--- config.mk ---
export PLATFORM = sky130hd
export DESIGN_NAME = rr_arbiter_8
export DESIGN_NICKNAME = d
export VERILOG_FILES = /design/src/rtl/arb_pkg.sv /design/src/rtl/rr_pick_8x3.sv /design/src/rtl/rr_arbiter_8.sv
export SDC_FILE = /design/constraint.sdc
export NUM_CORES = 1
export LEC_CHECK = 0
export CAP_MARGIN = 5
export CORE_MARGIN = 2
export CORE_UTILIZATION = 58
export DETAILED_ROUTE_END_ITERATION = 7
export MAX_ROUTING_LAYER = met4
export PLACE_DENSITY = 0.84
export SLEW_MARGIN = 20
export SYNTH_ARGS = -nofsm -noshare
export SYNTH_HDL_FRONTEND = slang
export SYNTH_SLANG_ARGS = --single-unit
--- constraint.sdc ---
create_clock -name clk -period 7.5 [get_ports clk]
set_input_delay 1.125 -clock clk [delete_from_list [all_inputs] [get_ports clk]]
set_output_delay 1.125 -clock clk [all_outputs]
set_load 0.01 [all_outputs]
--- src/rtl/arb_pkg.sv ---
// Shared types and constants for the 8-way round-robin arbiter.
package arb_pkg;

    localparam int unsigned N_REQ        = 8;
    localparam int unsigned IDX_W        = 3;
    localparam int unsigned MAX_HOLD_DEF = 16;

    typedef enum logic {
        IDLE  = 1'b0,
        GRANT = 1'b1
    } arb_state_t;

endpackage

--- src/rtl/rr_pick_8x3.sv ---
// Round-robin pick: rotate requests so the search begins at last+1, then
// priority-encode the lowest set bit and rotate the index back.
module rr_pick_8x3
    import arb_pkg::*;
(
    input  logic [N_REQ-1:0] req,
    input  logic [IDX_W-1:0] last,
    output logic [IDX_W-1:0] idx,
    output logic             found
);

    logic [IDX_W-1:0]   start;
    logic [2*N_REQ-1:0] dbl;
    logic [N_REQ-1:0]   rot;
    logic [IDX_W-1:0]   offset;

    always_comb begin
        start  = last + 1'b1;
        dbl    = {req, req} >> start;
        rot    = dbl[N_REQ-1:0];
        offset = '0;
        found  = 1'b0;
        // Descending scan so the lowest set bit of the rotated vector wins.
        for (int unsigned i = N_REQ; i > 0; i--) begin
            if (rot[i-1]) begin
                offset = IDX_W'(i - 1);
                found  = 1'b1;
            end
        end
        idx = start + offset;
    end

endmodule

--- src/rtl/rr_arbiter_8.sv ---
// 8-requester round-robin arbiter with registered one-hot grant, bounded
// hold time and a one-cycle timeout pulse when a grant is revoked.
module rr_arbiter_8
    import arb_pkg::*;
#(
    parameter int unsigned MAX_HOLD = MAX_HOLD_DEF
) (
    input  logic             clk,
    input  logic             rst,
    input  logic             En,
    input  logic [N_REQ-1:0] req,
    output logic [N_REQ-1:0] gnt,
    output logic [IDX_W-1:0] gnt_idx,
    output logic             gnt_valid,
    output logic             timeout
);

    localparam logic [7:0] HOLD_MAX = 8'(MAX_HOLD);

    arb_state_t       state, state_next;
    logic [7:0]       hold, hold_next;
    logic [IDX_W-1:0] last, last_next;
    logic [IDX_W-1:0] idx_next;
    logic [N_REQ-1:0] gnt_next;
    logic             valid_next;
    logic             timeout_next;
    logic [IDX_W-1:0] pick_idx;
    logic             pick_found;

    rr_pick_8x3 u_pick (
        .req   (req),
        .last  (last),
        .idx   (pick_idx),
        .found (pick_found)
    );

    always_comb begin
        state_next   = state;
        hold_next    = hold;
        last_next    = last;
        gnt_next     = gnt;
        idx_next     = gnt_idx;
        valid_next   = gnt_valid;
        timeout_next = 1'b0;
        unique case (state)
            IDLE: begin
                if (En && pick_found) begin
                    state_next = GRANT;
                    last_next  = pick_idx;
                    idx_next   = pick_idx;
                    gnt_next   = N_REQ'(1) << pick_idx;
                    valid_next = 1'b1;
                    hold_next  = 8'd1;
                end
            end
            GRANT: begin
                // A dropped request releases normally even on the final hold cycle.
                if (!req[gnt_idx] || hold == HOLD_MAX) begin
                    state_next   = IDLE;
                    gnt_next     = '0;
                    idx_next     = '0;
                    valid_next   = 1'b0;
                    hold_next    = '0;
                    timeout_next = req[gnt_idx];
                end else begin
                    hold_next = hold + 8'd1;
                end
            end
            default: state_next = IDLE;
        endcase
    end

    always_ff @(posedge clk or posedge rst) begin
        if (rst) begin
            state     <= IDLE;
            hold      <= '0;
            last      <= '1;
            gnt       <= '0;
            gnt_idx   <= '0;
            gnt_valid <= 1'b0;
            timeout   <= 1'b0;
        end else begin
            state     <= state_next;
            hold      <= hold_next;
            last      <= last_next;
            gnt       <= gnt_next;
            gnt_idx   <= idx_next;
            gnt_valid <= valid_next;
            timeout   <= timeout_next;
        end
    end

endmodule

==> flow_summary_export.csv <==
group,metric,value,unit
status,status,"completed",
logic_synthesis,synth_area,0.00165,mm^2
power,power_density,484,mW/mm^2
grt,globalRouteOverflowTotal,0,
logic_synthesis,syn_nets,170,
worst_setup_path,crit_fanout,13,
cells_and_area,area_growth_syn_to_layout,16.6,%
logic_synthesis,netlist-cell-type-count,46,
sta,setup_viol,0,
floorplanning,fp.dieH,57.3,um
hold_path,min_from,"gnt_valid$_DFFE_PP0P_",
clocking,clock-sinks,25,
logic_synthesis,synthFlopType,"dfrtp_1",
logic_synthesis,synthSimpleGateAreaFrac,0.142,
detailed_routing,detail_route.wl_per_cell,18.0,um
logic_synthesis,synth_top_family_by_area,"compound AO/OA/AOI/OAI gates",
floorplanning,die_w,57.3,um
floorplanning,dieArea,0.00329,mm^2
floorplanning,row_count,19,
logic_synthesis,async_flop_share,1.00,
cells_and_area,final_common_cell,"clkdlybuf4s50_1",
logic_synthesis,ys_seq_elements,25,
cells_and_area,diodes,0,
hold_path,hold_depth,1,
hold_path,hp-class,"flop to flop",
worst_setup_path,cp-startpoint,"last[0]$_DFFE_PP1P_",
detailed_routing,routed_wl,3720,um
logic_synthesis,yosysSeqAreaShare,0.382,
floorplanning,start_util,0.603,
cells_and_area,fill_cells,206,
grt,track_usage,0.260,
logic_synthesis,synth_fa_ha_area_frac,0.0493,
run,maxCapViolations,0,
clocking,ctsRootBufferMaster,"clkbuf_4",
worst_setup_path,crit_type,"flop to flop",
logic_synthesis,synth_edf_count,0,
logic_synthesis,ys_warn_count,0,
grt,grt_max_degree,26,
worst_setup_path,critPathCaptureType,"flop",
sta,finalSetupTns,0,ns
worst_setup_path,crit_arrival,4.16,ns
sta,period_minus_slack,3.89,ns
cells_and_area,final_nets,193,
sta,skew,0.0124,ns
sta,worstMarginPinSlew,0.915,ns
clocking,post_cts_buffers,0,
clocking,cts-buffers-inserted,3,
sta,rsz0062_at_grt,"false",
sta,hold_viol_final,0,
worst_setup_path,cp_common_cell,"ha_1",
clocking,cts.clk_slew.worst_paths,0.15,ns
place,place_congestion,0.922,
worst_setup_path,worstPathCellList,"ha_1 -> mux2_2 -> mux2i_1 -> nor2_1 -> a2111oi_0 -> o21ai_1 -> ha_1 -> inv_1 -> fa_1 -> nor2b_1 -> a32o_1",
sta,fin_crit_sh,0.519,
sta,timing.slew.headroom,0.390,
clocking,cts_resized,0,
power,p_leak,0.833,nW
detailed_routing,drt_iter0_drc,99,
worst_setup_path,setup.worst_path.start_class,"flop",
cells_and_area,drive_gt1_frac,0.142,
logic_synthesis,netlist_instances,154,
logic_synthesis,avgSynthCellArea,10.7,um^2
worst_setup_path,worstPathRequired,7.77,ns
clocking,cts_buffer_depth,2,
clocking,cts_hold_buf,0,
clocking,htree_levels,1,
worst_setup_path,slowest_stage,"dfstp_2",
cells_and_area,final_core_utilization,0.703,
detailed_routing,route.detailed.drc,0,
grt,grt_pass1_wl,6460,um
detailed_routing,vias,1368,
cells_and_area,mostFrequentLayoutCells,"clkdlybuf4s50_1 (23), dfrtp_1 (22), inv_1 (10), nand2_1 (10), nor2_1 (10)",
floorplanning,core,0.00273,mm^2
clocking,clkLatencyLatePin,0.32,ns
logic_synthesis,synth-xor-area-share,0.0303,
sta,fmax,257,MHz
grt,grt_pass1_vias,1400,
detailed_routing,avgViaCountPerCell,6.61,
detailed_routing,drtAntennaViolNets,0,
place,hpwl,2680,um
power,vdd_drop_max,0.000434,V
grt,antenna_found_initial,0,
logic_synthesis,synth-compound-area-share,0.181,
logic_synthesis,muxShareOfSynthArea,0.174,
worst_setup_path,reg2regPathDepth,11,
clocking,cts_tree,"built",
place,port_buffers,23,
worst_setup_path,slowest_delay,0.76,ns
detailed_routing,firstDrtPassIters,4,
floorplanning,top_level_ports,24,
worst_setup_path,r2r_start,"last[0]$_DFFE_PP1P_",
sta,maxSlewViolCount,0,
[layout make-up]
cell class / instances / area, um^2 / area share
multi-input combinational: 113 / 950 / 0.494
sequential: 25 / 629 / 0.327
timing repair buffer: 24 / 238 / 0.124
tap: 31 / 38.8 / 0.0202
inverter: 10 / 37.5 / 0.0195
clock buffer: 3 / 22.5 / 0.0117
clock inverter: 1 / 7.51 / 0.00390
[final timing paths]
path | end | slack (ns)
min in group asynchronous | hold[5]$_DFFE_PP0P_ | 1.28
hold reg to reg | gnt_valid$_DFFE_PP0P_ | 0.52
setup / recovery | gnt[3]$_DFFE_PP0P_ | 3.61
hold / removal | gnt_valid$_DFFE_PP0P_ | 0.52
setup reg to reg | gnt[3]$_DFFE_PP0P_ | 3.61
max in group asynchronous | gnt_idx[0]$_DFFE_PP0P_ | 5.66
[worst max-delay path: cells and delay by family, from the launching register on]
family / cells / cell delay [ns]
simple gates: 2 / 0.41
fa+ha+maj: 3 / 1.19
compound gates: 3 / 0.75
flops: 1 / 0.76
mux: 2 / 0.67
buf+inv: 1 / 0.06
[sequential cells by signal, summed over array words and instances, names as in the netlist]
register and flops:
gnt 8, gnt_idx 3, gnt_valid 1, hold 8, last 3, state 1
timeout 1
[report_power, final]
part | switching (mW) | internal [mW] | total, mW | leakage, nW
clock | 0.0419 | 0.0204 | 0.0623 | 0.0139
sequential | 0.0434 | 0.176 | 0.220 | 0.327
combinational | 0.358 | 0.291 | 0.648 | 0.492
[layer usage]
metal,vias up,share of wire,track usage
li1,626,-,-
met5,-,0,-
met1,682,0.46,0.380
met3,4,0.048,0.0363
met4,0,0.0073,0.0831
met2,56,0.48,0.379
[metrics by stage]
| step | hold WS (ns) | area, um^2 | setup WS (ns) | power [mW] | cells |
|---|---|---|---|---|---|
| 5_1_grt | 0.532 | 1920 | 3.22 | 1.01 | 207 |
| 3_5_place_dp | 0.473 | 1890 | 3.35 | 0.858 | 203 |
| 6_report | 0.516 | 1920 | 3.61 | 0.930 | 207 |
| 3_3_place_gp | 0.469 | 1890 | 3.46 | 0.830 | 203 |
| 2_1_floorplan | 0.496 | 1650 | 4.13 | 0.723 | 154 |
| 4_1_cts | 0.511 | 1920 | 3.61 | 0.927 | 207 |
[cells by family after synthesis]
group / after synthesis
simple gates: 45
mux: 18
xor+xnor: 4
compound gates: 40
fa+ha+maj: 6
flops: 25
buf+inv: 16
[Yosys cell counts (3+ instances only)]
library cell / instances / area (um^2)
a21o_1: 5 / 37.5
mux2i_1: 5 / 50.1
mux4_2: 8 / 180
clkbuf_1: 3 / 11.3
o2bb2ai_1: 4 / 35.0
nand2_1: 10 / 37.5
dfstp_2: 3 / 78.8
nor2_1: 10 / 37.5
ha_1: 4 / 50.1
nor3b_1: 3 / 22.5
nand3_1: 4 / 20.0
o21ai_1: 5 / 25.0
inv_1: 10 / 37.5
o22ai_1: 4 / 25.0
nor3_1: 6 / 30.0
a211o_1: 4 / 35.0
a32o_1: 5 / 50.1
dfrtp_1: 22 / 551
mux2_2: 4 / 45.0
a21oi_1: 4 / 20.0
(Power assumes the default switching activity.)
